File: src/rtl/lsu_pkg.sv
// Shared encodings for the load/store unit: funct3 codes, width codes, FSM states, fault decode.
package lsu_pkg;

    localparam int unsigned XLEN   = 32;
    localparam int unsigned STRB_W = XLEN / 8;

    // RV32I load funct3 codes
    localparam logic [2:0] F3_LB  = 3'b000;
    localparam logic [2:0] F3_LH  = 3'b001;
    localparam logic [2:0] F3_LW  = 3'b010;
    localparam logic [2:0] F3_LBU = 3'b100;
    localparam logic [2:0] F3_LHU = 3'b101;

    // RV32I store funct3 codes
    localparam logic [2:0] F3_SB  = 3'b000;
    localparam logic [2:0] F3_SH  = 3'b001;
    localparam logic [2:0] F3_SW  = 3'b010;

    // Access width, taken from funct3[1:0]
    localparam logic [1:0] WIDTH_B = 2'b00;
    localparam logic [1:0] WIDTH_H = 2'b01;
    localparam logic [1:0] WIDTH_W = 2'b10;

    typedef enum logic [1:0] {
        ST_IDLE   = 2'b00,
        ST_ACCESS = 2'b01,
        ST_FAULT  = 2'b10,
        ST_DONE   = 2'b11
    } lsu_state_e;

    typedef struct packed {
        logic illegal;
        logic misaligned;
    } fault_t;

    // Decode illegal/misaligned for a candidate access; illegal masks misaligned.
    function automatic fault_t check_fault(
        input logic       is_load,
        input logic       is_store,
        input logic [2:0] funct3,
        input logic [1:0] addr_lo
    );
        fault_t f;
        f = '0;
        if (is_load == is_store) begin
            f.illegal = 1'b1;
        end else if (is_load) begin
            f.illegal = (funct3 == 3'b011) || (funct3 == 3'b110) || (funct3 == 3'b111);
        end else begin
            f.illegal = funct3[2] || (funct3[1:0] == 2'b11);
        end
        if (!f.illegal) begin
            case (funct3[1:0])
                WIDTH_H: f.misaligned = addr_lo[0];
                WIDTH_W: f.misaligned = (addr_lo != 2'b00);
                default: f.misaligned = 1'b0;
            endcase
        end
        return f;
    endfunction

endpackage

File: src/rtl/lsu_align.sv
// Byte-lane steering: store replication/strobes and load extraction/extension.
module lsu_align
    import lsu_pkg::*;
(
    input  logic [2:0]        st_funct3,
    input  logic [1:0]        st_addr_lo,
    input  logic [XLEN-1:0]   store_data,
    input  logic [2:0]        ld_funct3,
    input  logic [1:0]        ld_addr_lo,
    input  logic [XLEN-1:0]   rdata,
    output logic [XLEN-1:0]   wdata_c,
    output logic [STRB_W-1:0] wstrb_c,
    output logic [XLEN-1:0]   ld_data_c
);

    logic [XLEN-1:0] shifted;

    // Replicate the store value across lanes and select the target byte strobes.
    always_comb begin
        wdata_c = store_data;
        wstrb_c = 4'b1111;
        case (st_funct3[1:0])
            WIDTH_B: begin
                wdata_c = {4{store_data[7:0]}};
                wstrb_c = 4'b0001 << st_addr_lo;
            end
            WIDTH_H: begin
                wdata_c = {2{store_data[15:0]}};
                wstrb_c = 4'b0011 << st_addr_lo;
            end
            default: ;
        endcase
    end

    // Move the addressed lane to bit 0, then sign- or zero-extend by funct3.
    always_comb begin
        shifted   = rdata >> {ld_addr_lo, 3'b000};
        ld_data_c = rdata;
        case (ld_funct3)
            F3_LB:   ld_data_c = {{24{shifted[7]}}, shifted[7:0]};
            F3_LBU:  ld_data_c = {24'b0, shifted[7:0]};
            F3_LH:   ld_data_c = {{16{shifted[15]}}, shifted[15:0]};
            F3_LHU:  ld_data_c = {16'b0, shifted[15:0]};
            default: ld_data_c = rdata;
        endcase
    end

endmodule

File: src/rtl/lsu.sv
// RV32I load/store unit: one outstanding access on a req/ready data port with optional timeout.
module lsu
    import lsu_pkg::*;
#(
    parameter int unsigned TIMEOUT_CYCLES = 0
) (
    input  logic              clk,
    input  logic              rst,
    input  logic              start,
    input  logic              is_load,
    input  logic              is_store,
    input  logic [2:0]        funct3,
    input  logic [XLEN-1:0]   addr,
    input  logic [XLEN-1:0]   store_data,
    output logic              busy,
    output logic              done,
    output logic [XLEN-1:0]   load_data,
    output logic              misaligned,
    output logic              illegal,
    output logic              bus_err,
    output logic              mem_req,
    output logic              mem_we,
    output logic [XLEN-1:0]   mem_addr,
    output logic [XLEN-1:0]   mem_wdata,
    output logic [STRB_W-1:0] mem_wstrb,
    input  logic              mem_ready,
    input  logic [XLEN-1:0]   mem_rdata
);

    localparam int unsigned CNT_W = 32;

    lsu_state_e        state;
    logic [2:0]        funct3_q;
    logic [1:0]        addr_lo_q;
    logic              is_load_q;
    logic [CNT_W-1:0]  wait_cnt;

    fault_t            fault_c;
    logic              timeout_c;
    logic [XLEN-1:0]   wdata_c;
    logic [STRB_W-1:0] wstrb_c;
    logic [XLEN-1:0]   ld_data_c;

    assign fault_c   = check_fault(is_load, is_store, funct3, addr[1:0]);
    assign timeout_c = (TIMEOUT_CYCLES != 0) && (wait_cnt == CNT_W'(TIMEOUT_CYCLES - 1));

    // Store lanes come from the live inputs at accept; load extraction uses the latched access.
    lsu_align u_align (
        .st_funct3  (funct3),
        .st_addr_lo (addr[1:0]),
        .store_data (store_data),
        .ld_funct3  (funct3_q),
        .ld_addr_lo (addr_lo_q),
        .rdata      (mem_rdata),
        .wdata_c    (wdata_c),
        .wstrb_c    (wstrb_c),
        .ld_data_c  (ld_data_c)
    );

    // Access FSM with registered memory port, status flags and load result.
    always_ff @(posedge clk) begin
        if (rst) begin
            state      <= ST_IDLE;
            funct3_q   <= '0;
            addr_lo_q  <= '0;
            is_load_q  <= 1'b0;
            wait_cnt   <= '0;
            busy       <= 1'b0;
            done       <= 1'b0;
            load_data  <= '0;
            misaligned <= 1'b0;
            illegal    <= 1'b0;
            bus_err    <= 1'b0;
            mem_req    <= 1'b0;
            mem_we     <= 1'b0;
            mem_addr   <= '0;
            mem_wdata  <= '0;
            mem_wstrb  <= '0;
        end else begin
            done <= 1'b0;
            case (state)
                ST_IDLE: begin
                    if (start) begin
                        funct3_q   <= funct3;
                        addr_lo_q  <= addr[1:0];
                        is_load_q  <= is_load;
                        wait_cnt   <= '0;
                        busy       <= 1'b1;
                        load_data  <= '0;
                        bus_err    <= 1'b0;
                        misaligned <= fault_c.misaligned;
                        illegal    <= fault_c.illegal;
                        mem_addr   <= {addr[31:2], 2'b00};
                        if (fault_c.illegal || fault_c.misaligned) begin
                            // Fault completes without touching memory
                            done      <= 1'b1;
                            mem_we    <= 1'b0;
                            mem_wdata <= '0;
                            mem_wstrb <= '0;
                            state     <= ST_FAULT;
                        end else begin
                            mem_req   <= 1'b1;
                            mem_we    <= is_store;
                            mem_wdata <= is_store ? wdata_c : '0;
                            mem_wstrb <= is_store ? wstrb_c : '0;
                            state     <= ST_ACCESS;
                        end
                    end
                end
                ST_ACCESS: begin
                    if (mem_ready) begin
                        load_data <= is_load_q ? ld_data_c : '0;
                        mem_req   <= 1'b0;
                        mem_we    <= 1'b0;
                        done      <= 1'b1;
                        state     <= ST_DONE;
                    end else if (timeout_c) begin
                        mem_req   <= 1'b0;
                        mem_we    <= 1'b0;
                        bus_err   <= 1'b1;
                        done      <= 1'b1;
                        state     <= ST_DONE;
                    end else begin
                        wait_cnt  <= wait_cnt + CNT_W'(1);
                    end
                end
                ST_FAULT: begin
                    busy  <= 1'b0;
                    state <= ST_IDLE;
                end
                ST_DONE: begin
                    busy  <= 1'b0;
                    state <= ST_IDLE;
                end
                default: begin
                    busy    <= 1'b0;
                    mem_req <= 1'b0;
                    state   <= ST_IDLE;
                end
            endcase
        end
    end

endmodule

File: config.mk
export PLATFORM = sky130hd
export DESIGN_NAME = lsu
export DESIGN_NICKNAME = d
export VERILOG_FILES = /design/src/rtl/lsu_pkg.sv /design/src/rtl/lsu_align.sv /design/src/rtl/lsu.sv
export SDC_FILE = /design/constraint.sdc
export NUM_CORES = 1
export LEC_CHECK = 0
export ABC_AREA = 1
export CORE_MARGIN = 2
export CORE_UTILIZATION = 49
export CTS_CLUSTER_DIAMETER = 50
export DETAILED_ROUTE_END_ITERATION = 10
export DONT_BUFFER_PORTS = 1
export SYNTH_ARGS = -nofsm -noshare
export SYNTH_HDL_FRONTEND = slang
export SYNTH_HIERARCHICAL = 1
export SYNTH_SLANG_ARGS = --single-unit
File: constraint.sdc
create_clock -name clk -period 1.93 [get_ports clk]
set_input_delay 0.386 -clock clk [delete_from_list [all_inputs] [get_ports clk]]
set_output_delay 0.386 -clock clk [all_outputs]
set_load 0.01 [all_outputs]
==> out/metrics.csv <==
metric;value;unit
status;complete, but fails checks;
failing checks;design-rule violations;
Final Hold Fails;0;
EDFF count, synth;0;
CP max stage delay;450;ps
clk buf depth;2;
area grow syn2layout;3.56;%
Post-CTS Resized;0;
fmax;0.617;GHz
pin count of the biggest net entering global routing;94;
Pleak;2.80;nW
post-synthesis async set-or-reset flop share;0;%
Global Route Usage Sum;25.1;%
Top Ports;212;
critical path depth in cells;7;
WP data arrival;1910;ps
HP Class;primary input to flop;
die area;12800;µm²
setup TNS;0;ps
final std cells w/o fill;994;
critical path class;flop to flop;
library cells used by synthesis;28;
final worst slack;309;ps
Synth Register Bits;112;
CP max FO;24;
sequential cell area fraction in the yosys report;38.5;%
CP endpoint;load_data[18];
CP Buf/Inv Count;1;
CTS clock-pin slew for the worst setup and hold paths;80;ps
grt total ovfl;0;
clock share of power;32.3;%
worst-path cell chain;buf_4, nand2_1, nand3_2, nand3_4, nand3_1, nand3_1, a21oi_1;
Switch Pwr;1.95;mW
Yosys warning total;6;
r2r worst-path depth;7;
starting density of the core;50.6;%
CTS HTree Levels;3;
GPL Wtd Cong;0.884;
DIE WIDTH;113;µm
Internal Pwr Total;3.87;mW
Residual DRC;10;
post-route clock period utilization;84.0;%
drt initial violations;399;
Mapped Area;5830;µm²
Top cell by count, worst path;nand3_1;
Vias/cell;5.41;
Routed WL per cell;16.0;µm
CTS buffer count;9;
count of final setup violators;0;
diode count;0;
Cell Rows;39;
Post-Synthesis Cells;886;
DRT Pass-1 Iters;9;
CTS sink cnt;112;
most common cell in the netlist;nand2_1;
Post-CTS Hold Fix Bufs;0;
Post-Route WL;15.9;mm
final worst path period need;1620;ps
fin. max-slew vios;0;
Post-CTS Setup Inserts;0;
top post-synthesis cells by count;nand2_1 (212), nor2_1 (136), o21ai_0 (119);
Avg Cell Area, Syn;6.58;µm²
combinational power share;19.9;%
Placed Cells;978;
slowest CP cell;dfxtp_1;
Critical R2R Launch;addr_lo_q[0];
reg-to-reg slack, setup;310;ps
power density over the cells;965;nW/µm²
MaxCap Viol Count;0;
Final Skew;3.14;ps
ranking of synthesized cells by area;dfxtp_1 (38%), nand2_1 (14%), o21ai_0 (10%), nor2_1 (8.8%), nand3_1 (4.7%);
CTS Root Cell;clkbuf_16;
Fillers;1232;
Worst-Margin Slew;553;ps
crit path from;addr_lo_q[0];
worst vdd ir;657;µV
initial antenna violation count;0;
vias;5378;
detailed placer's ending HPWL;11.3;mm
share of Yosys cell area claimed by the top area cell type;38.5;%
port bufs;0;
worst reg2reg endpoint;load_data[18];
switching share of power;33.5;%
number of global-route vias before repair;5091;
Worst setup SP type;flop;
Detail Route Antenna Nets;0;
share of cells above drive strength 1;7.40;%
first-pass GRT wire length;26.0;mm
Clock Latency Late Sink;350;ps
CORE AREA;11500;µm²
Die Span Y;113;µm
layout net count;954;
Worst setup EP type;flop;
dpl ws;310;ps
Top delay family on crit path;simple AND/OR/NAND/NOR gates;
RSZ-0062 raised after global routing;no;
CTS tree;built;
top_reg_cell synth;dfxtp_1;
Sequential Power Share;47.8;%
Synth area leader;dfxtp_1;
Worst Path Required;2220;ps
Worst slew margin;63.1;%
cells by family (layout without fill, tap and decap cells):
group	Yosys count	in the layout	synth area share [%]
fa+ha+maj	3	3	0.644
other cells	1	3	0.0643
flops	112	112	38.5
buf+inv	145	108	12.4
compound gates	200	200	17.5
simple gates	425	425	31.0
power groups by stage:
| stage | Clock, mW | Combinational, mW | Sequential, mW |
|---|---|---|---|
| 6_report | 1.88 | 1.16 | 2.78 |
| 3_5_place_dp | 0 | 1.17 | 2.84 |
| 4_1_cts | 1.93 | 1.17 | 2.79 |
| 5_1_grt | 2.04 | 1.36 | 2.81 |
| 3_3_place_gp | 0 | 1.14 | 2.84 |
| 2_1_floorplan | 0 | 1.04 | 2.78 |
layout make-up:
cell class | instances | area, µm² | area share [%]
Timing Repair Buffer | 17 | 153 | 2.53
Sequential cell | 112 | 2240 | 37.1
Multi-Input combinational cell | 631 | 2880 | 47.7
Inverter | 75 | 287 | 4.75
Tap cell | 143 | 179 | 2.96
Clock inverter | 6 | 58.8 | 0.974
Clock buffer | 10 | 239 | 3.96
registers in the layout (all words and copies together), names as in the netlist:
| signal | count |
|---|---|
| addr_lo_q | 2 |
| mem_wdata | 32 |
| is_load_q | 1 |
| done | 1 |
| funct3_q | 3 |
| misaligned | 1 |
| busy | 1 |
| state | 2 |
| illegal | 1 |
| mem_wstrb | 4 |
| load_data | 32 |
| mem_we | 1 |
| mem_addr | 30 |
| mem_req | 1 |
per-layer routing:
metal,vias to the layer above,share of wire [%],GRT usage [%]
li1,2730,-,-
met1,2456,39,29.4
met2,180,49,43.1
met3,12,11,9.75
met4,0,1.1,6.50
met5,-,0,0
through the flow:
step	power, mW	utilization (%)	hold slack [ps]	area [µm²]
floorplan	3.82	-	445	5840
global placement	3.98	49.8	461	5740
detailed placement	4.01	49.8	462	5740
global route	6.21	52.4	75.0	6040
finish	5.82	52.4	93.2	6040
CTS	5.89	52.4	83.9	6040
placed cells by master (no fill, tap or decap), drive strengths merged:
master | Yosys | routed
dfxtp | 112 | 112
buf | 49 | 17
inv | 74 | 77
nand2 | 218 | 218
clkinv | 1 | 3
o21ai | 159 | 159
ha | 3 | 3
conb | 1 | 3
clkinvlp | 0 | 1
a21oi | 37 | 37
nor3 | 1 | 1
clkbuf | 21 | 10
nand3 | 64 | 64
o211ai | 4 | 4
nor3b | 1 | 1
nor2 | 141 | 141
worst min path at each step:
stage,startpoint,end,cells after the start,slack (ps)
global placement,rst,load_data[16],1,460
finish,rst,load_data[30],1,90
CTS,rst,load_data[30],1,80
global route,rst,load_data[30],1,80
detailed placement,rst,load_data[10],1,460
floorplan,is_load_q,is_load_q,2,440
Power figures use the tool's default switching activity.
